$ cat src/rtl/elastic_buffer.sv
// DEPTH-entry valid/ready elastic buffer with registered head, occupancy, flush and enable.
// Optional ELASTIC_BUFFER_STALL_COUNT_EN adds a saturating upstream-stall counter.
module elastic_buffer #(
    parameter int payload_width      = 64,
    parameter int depth              = 4,
    parameter int almost_full_margin = 1
) (
    input  logic                       clk,
    input  logic                       reset,
    input  logic                       enable,
    input  logic                       flush,
    input  logic                       in_valid,
    output logic                       in_ready,
    input  logic [payload_width-1:0]   payload_in,
    output logic                       out_valid,
    input  logic                       out_ready,
    output logic [payload_width-1:0]   payload_out,
    output logic [$clog2(depth+1)-1:0] level,
    output logic                       almost_full
`ifdef ELASTIC_BUFFER_STALL_COUNT_EN
    ,
    output logic [15:0]                stall_count
`endif
);

    localparam int LW = $clog2(depth + 1);
    localparam int PW = (depth > 2) ? $clog2(depth - 1) : 1;
    localparam logic [PW-1:0] PTR_LAST = PW'(depth - 2);
    localparam logic [LW-1:0] LVL_FULL = LW'(depth);

    logic [payload_width-1:0] mem [0:depth-2];
    logic [PW-1:0]            wr_ptr;
    logic [PW-1:0]            rd_ptr;
    logic                     take_in;
    logic                     take_out;
    logic                     arr_empty;
    logic                     head_from_in;
    logic                     head_from_arr;
    logic                     arr_write;
    logic [LW-1:0]            level_nxt;

    function automatic logic [PW-1:0] ptr_inc(input logic [PW-1:0] p);
        return (p == PTR_LAST) ? '0 : p + 1'b1;
    endfunction

    function automatic logic af_of(input logic [LW-1:0] lvl);
        return (depth - int'(lvl)) <= almost_full_margin;
    endfunction

    assign in_ready = enable & (level != LVL_FULL);
    assign take_in  = in_valid & in_ready;
    assign take_out = enable & out_valid & out_ready;

    // The head is always occupied while anything is buffered, so level<=1 means the array is empty.
    assign arr_empty     = (level <= LW'(1));
    assign head_from_in  = take_in & (~out_valid | (take_out & arr_empty));
    assign head_from_arr = take_out & ~arr_empty;
    assign arr_write     = take_in & ~head_from_in;

    always_comb begin
        level_nxt = level;
        if (take_in && !take_out)
            level_nxt = level + 1'b1;
        else if (take_out && !take_in)
            level_nxt = level - 1'b1;
    end

    always_ff @(posedge clk) begin
        if (reset || flush) begin
            out_valid   <= 1'b0;
            level       <= '0;
            wr_ptr      <= '0;
            rd_ptr      <= '0;
            almost_full <= af_of('0);
        end else begin
            level       <= level_nxt;
            almost_full <= af_of(level_nxt);
            if (head_from_in || head_from_arr)
                out_valid <= 1'b1;
            else if (take_out)
                out_valid <= 1'b0;
            if (head_from_arr)
                rd_ptr <= ptr_inc(rd_ptr);
            if (arr_write)
                wr_ptr <= ptr_inc(wr_ptr);
        end
    end

    always_ff @(posedge clk) begin
        if (reset)
            payload_out <= '0;
        else if (!flush) begin
            if (head_from_in)
                payload_out <= payload_in;
            else if (head_from_arr)
                payload_out <= mem[rd_ptr];
        end
    end

    // Storage contents are deliberately not reset; the pointers alone define validity.
    always_ff @(posedge clk) begin
        if (!reset && !flush && arr_write)
            mem[wr_ptr] <= payload_in;
    end

`ifdef ELASTIC_BUFFER_STALL_COUNT_EN
    function automatic logic [15:0] sat_inc16(input logic [15:0] v);
        return (v == 16'hFFFF) ? v : v + 16'd1;
    endfunction

    always_ff @(posedge clk) begin
        if (reset || flush)
            stall_count <= '0;
        else if (enable && in_valid && !in_ready)
            stall_count <= sat_inc16(stall_count);
    end
`endif

endmodule

$ cat config.mk
export PLATFORM = sky130hd
export DESIGN_NAME = elastic_buffer
export DESIGN_NICKNAME = d
export VERILOG_FILES = /design/src/rtl/elastic_buffer.sv
export SDC_FILE = /design/constraint.sdc
export NUM_CORES = 1
export LEC_CHECK = 0
export ABC_AREA = 1
export CAP_MARGIN = 30
export CELL_PAD_IN_SITES_DETAIL_PLACEMENT = 1
export CELL_PAD_IN_SITES_GLOBAL_PLACEMENT = 2
export CORE_MARGIN = 4
export CORE_UTILIZATION = 39
export CTS_BUF_LIST = sky130_fd_sc_hd__clkbuf_4
export CTS_CLUSTER_DIAMETER = 150
export DETAILED_ROUTE_END_ITERATION = 10
export PLACE_DENSITY_LB_ADDON = 0.1
export SETUP_SLACK_MARGIN = 0.05
export SLEW_MARGIN = 20
export SYNTH_ARGS = -nofsm -noshare
export SYNTH_HDL_FRONTEND = slang
export SYNTH_SLANG_ARGS = --single-unit
$ cat constraint.sdc
create_clock -name clk -period 18.32 [get_ports clk]
set_input_delay 5.496 -clock clk [delete_from_list [all_inputs] [get_ports clk]]
set_output_delay 5.496 -clock clk [all_outputs]
set_load 0.05 [all_outputs]
* Word-level counts from Yosys, hierarchy flattened *
Memory sizes are Yosys's and may differ from the RTL's. A register that Yosys moved wholly into a read port is not among the register bits.
Cells that the tools add are included.
W data, S select, Z words.

cells by class
  divide/modulo/power cells = 0
  equality and inequality tests = 3
  $add $sub $neg = 5
  reductions and logical operators = 13
  shift-type cells = 0
  bitwise logic cells = 13
  multiplexer cells = 12
  multipliers = 0
  magnitude comparators = 2

operators with widths
  operator               number
  $mux W64               2
  $and A1 B1 Y1          8
  $mux W2                4
  $mux W3                2
  $add A2 B1 Y2 const B  2
  $eq A2 B2 Y1 const B   2
  $le A4 B2 Y1 const B   1
  $logic_and A1 B1 Y1    4
  $logic_not A1 Y1       4
  $mux W1                4
  $not A1 Y1             4
  $reduce_bool A2 Y1     2
  $sub A3 B3 Y4 const A  1
  $add A3 B1 Y3 const B  1
  $le A3 B1 Y1 const B   1
  $ne A3 B3 Y1 const B   1
  $sub A3 B1 Y3 const B  1
  $logic_or A1 B1 Y1     2
  $reduce_and A2 Y1      1
  $or A1 B1 Y1           1

word-level totals
  bits of input ports = 70
  bits in latches = 0
  output and inout bits = 70
  memories = 1
  bits in read-only memories = 0
  register bits after elaboration = 73
  bits in writable memories = 192

memories
  name  depth  bits a word  rd ports  clocked after memory_dff  wr ports  RTL line  RTL
  mem   3      64           1         1                         1         31        logic [payload_width-1:0] mem [0:depth-2];

* Longest topological paths before layout *
  depth in word-level cells = 10
  gate-level depth with buffers = 13
  gate-level depth less buffers = 11

* Worst setup path before layout *
Ideal clock, no wire load.

  path type = input port to output port
  from = input enable
  to = output in_ready
  arrival = 5.837 ns
  setup slack = 6.987 ns
  cell stages on the path = 2
  cells stage by stage = nand2_1 inv_1

between the ends
  longest elaborated chain between the ends = 1

ends and longest elaborated chain
  element             RTL line  RTL
  start: declaration  10        input logic enable,
  $and A1 B1 Y1       50        assign in_ready = enable & (level != LVL_FULL);
  end: declaration    13        output logic in_ready,

Every way passes these cells.

* Worst setup path after layout *
Ends and elaborated chain as after synthesis.

==> key figures <==
Synthesis
  • Yosys warns: 0
  • Post-synth top cells: 405 x nand2_1, 192 x edfxtp_1, 138 x inv_1
  • Synth Cell Area: 11,500 um^2
  • Syn_area_per_cell: ~9 um^2
  • Cell count after synthesis: around 1,200
  • Register bit total from synthesis: approximately 270
  • Top post-synthesis cells by area: edfxtp_1 50%, nand2_1 13%, dfxtp_1 13%
  • Number of synthesized flops with an enable pin: about 190
  • Synth Area in Simple Gates: 22.0%
  • Largest family of logic cells by synthesized area: simple AND/OR/NAND/NOR gates
  • Post-synth top area cell: edfxtp_1
  • Ys async rst share: 0%
  • Post-synthesis compound-gate area fraction: 5.97%
  • Post-synthesis adder-cell area fraction: less than 1%
  • Sequential cell area fraction in the yosys report: 63.3%
  • Mux cell area share after synthesis: 0%
  • Synthesized netlist net count: 1,323
  • Post-synth cell types: 24
  • Post-synthesis xor/xnor area fraction: less than 1%
  • Most common cell in the netlist: nand2_1
  • Prevailing post-synth register cell: edfxtp_1
  • Top-area cell type share of the netlist area: about half

Power and ir drop
  • Pleak: 5.73 nW
  • PD cells: roughly 94 nW/um^2
  • Peak supply drop: roughly 0.000045 V

Detailed routing
  • WL final: roughly 30,000 um
  • DR iter-0 viols: between 400 and 500
  • Post-route DRC: 0
  • First-pass detailed-route iteration total: 4
  • Wire per inst: between 15 and 20 um
  • DR vias: just under 9,000
  • Antenna-violating nets left: 0
  • Vias/cell: around 4.8

Worst setup path
  • CP max stage cell: clkdlybuf4s50_1
  • Crit-path cells: clkdlybuf4s50_1, nand2_1, inv_1, clkdlybuf4s50_1
  • Max incr delay on CP: between 700 and 800 ps
  • Crit end category: primary output
  • CP top delay family: buffers and inverters
  • Critical Path Fanout Max: 3
  • Crit start category: primary input
  • CP arrival: 6940 ps
  • Setup CP Type: primary input to primary output
  • Worst path bufs/invs: 3
  • Worst Path Required: approximately 13,000 ps
  • CP dominant cell by count: clkdlybuf4s50_1

GRT
  • First-pass GRT wire length: between 40,000 and 50,000 um
  • GRT Residual Overflow: 0
  • Initial antenna violation count: 4
  • Number of global-route vias before repair: 9,210
  • GRT Total Usage: a little under a fifth
  • Largest net degree at the start of global routing: 93

STA
  • Max_slew headroom: about a third
  • Hold Slack: 496 ps
  • Fmax: between 80 and 90 MHz
  • Final worst-path cycle share: between 60% and 70%
  • Final WS setup: 5880 ps
  • Slew Limit Fails: 0
  • Clock Skew: about 61 ps
  • Setup violations, final: 0
  • Worst-margin pin slew: roughly 1000 ps
  • Endpoints failing hold: 0
  • Setup TNS: 0 ps
  • RSZ-0062 raised after global routing: false
  • Min cycle time layout: about 12,000 ps

Place
  • Port Buffers: 139
  • DP HPWL: 16,200 um
  • Placed cell count: ~1,700
  • Placer Congestion: roughly 0.73
  • Setup slack at placement: 5870 ps

Clock network
  • Htree depth: 3
  • Clock buffer depth: 3
  • TritonCTS clock tree: yes
  • Clock Latency Late Sink: 680 ps
  • Clock transition at the registers of the reported paths: 60 ps
  • Post-CTS Hold Buffers: 0
  • Num Clock Sinks: approximately 270
  • Clock root cell: clkbuf_4
  • Post-CTS setup buffers: 0
  • CTS buffer count: 74
  • Resize count post-CTS: 0

Min path
  • Type of the worst min-delay path: flip-flop to flip-flop

Final layout
  • Layout area overhead: 23.4%
  • Nets: ~1,500
  • Non-filler instance count after layout: between 1,500 and 2,000
  • Layout cells sized above 1: under 10%
  • Core Util, Final: 49.1%
  • Fill count: around 3,400

Floorplan
  • FP Rows: 62
  • Die width: between 150 and 200 um
  • Core area: just under 30,000 um^2
  • Boundary Pins: 140
  • Die footprint: ~32,000 um^2
  • Initial Util: between 30% and 40%
  • Die Y: ~180 um

Job
  • MaxCap Viol Count: 0

Status
  • Status: finished clean
==> tightest hold or removal path: stages, from the launching register on <==
cell and delay (ps):
dfxtp_1 330, inv_1 60, a211oi_1 70
==> cells by family after synthesis <==
| kind of cell | count (synthesis) |
|---|---|
| XOR/XNOR | 2 |
| flip-flops | 267 |
| AND/OR/NAND/NOR | 621 |
| buffers and inverters | 219 |
| adder cells (fa/ha/maj) | 4 |
| AO/OA/AOI/OAI | 136 |
==> report_power, final <==
group	switching [mW]	total [mW]	leakage [nW]	internal, mW
logic	0.0719	0.111	2.81	0.0396
registers	0.00444	0.659	2.34	0.654
clock network	0.250	0.560	0.575	0.310
==> metal layers <==
metal / wire length (um) / track usage (%) / vias up
li1: - / - / 4401
met1: 13400 / 23.4 / 4237
met2: 14300 / 31.3 / 166
met3: 1400 / 4.49 / 47
met4: 465 / 5.70 / 6
met5: 33 / 0 / -
==> sequential cells by signal, summed over array words and instances, names as in the netlist, named ones only <==
register,flops
almost_full,1
level,3
out_valid,1
mem,192
payload_out,64
wr_ptr,2
rd_ptr,2
==> worst paths after layout <==
path,to,depth (start not counted),start,slack [ps]
worst max-delay path,in_ready,4,enable,5880
worst min-delay path,flip-flop,2,rd_ptr[0],500
worst max register to register,mem[0][2],9,level[0],14760
worst min register to register,flip-flop,2,rd_ptr[0],500
==> cell type report <==
type                            count  area, um^2  share of cell area, %
Clock buffer                      106         796                   5.61
Inverter                          142         533                   3.76
Antenna cell                        1        2.50                 0.0177
Clock inverter                     28         191                   1.35
Timing Repair Buffer              153        1560                   11.0
Multi-Input combinational cell    763        3340                   23.6
Sequential cell                   267        7270                   51.3
Tap cell                          384         480                   3.39
==> cells in the final DEF, fill, tap and decap left out, drive strengths merged <==
| master | instances |
|---|---|
| a211oi | 2 |
| a21oi | 3 |
| buf | 14 |
| bufinv | 3 |
| clkbuf | 106 |
| clkdlybuf4s50 | 139 |
| clkinv | 25 |
| clkinvlp | 1 |
| dfxtp | 75 |
| diode | 1 |
| edfxtp | 192 |
| ha | 4 |
| inv | 141 |
| nand2 | 406 |
| nand3 | 14 |
| nand4 | 65 |
| nor2 | 135 |
| nor3 | 1 |
| o21ai | 131 |
| xnor2 | 1 |
| xor2 | 1 |
==> metrics by stage <==
| step | cell area (um^2) | power [mW] |
|---|---|---|
| 2_1_floorplan | 11500 | 0.736 |
| 3_3_place_gp | 13100 | 0.782 |
| 3_5_place_dp | 13200 | 0.784 |
| 4_1_cts | 14100 | 1.35 |
| 5_1_grt | 14200 | 1.40 |
| 6_report | 14200 | 1.33 |
(Power assumes the default switching activity.)
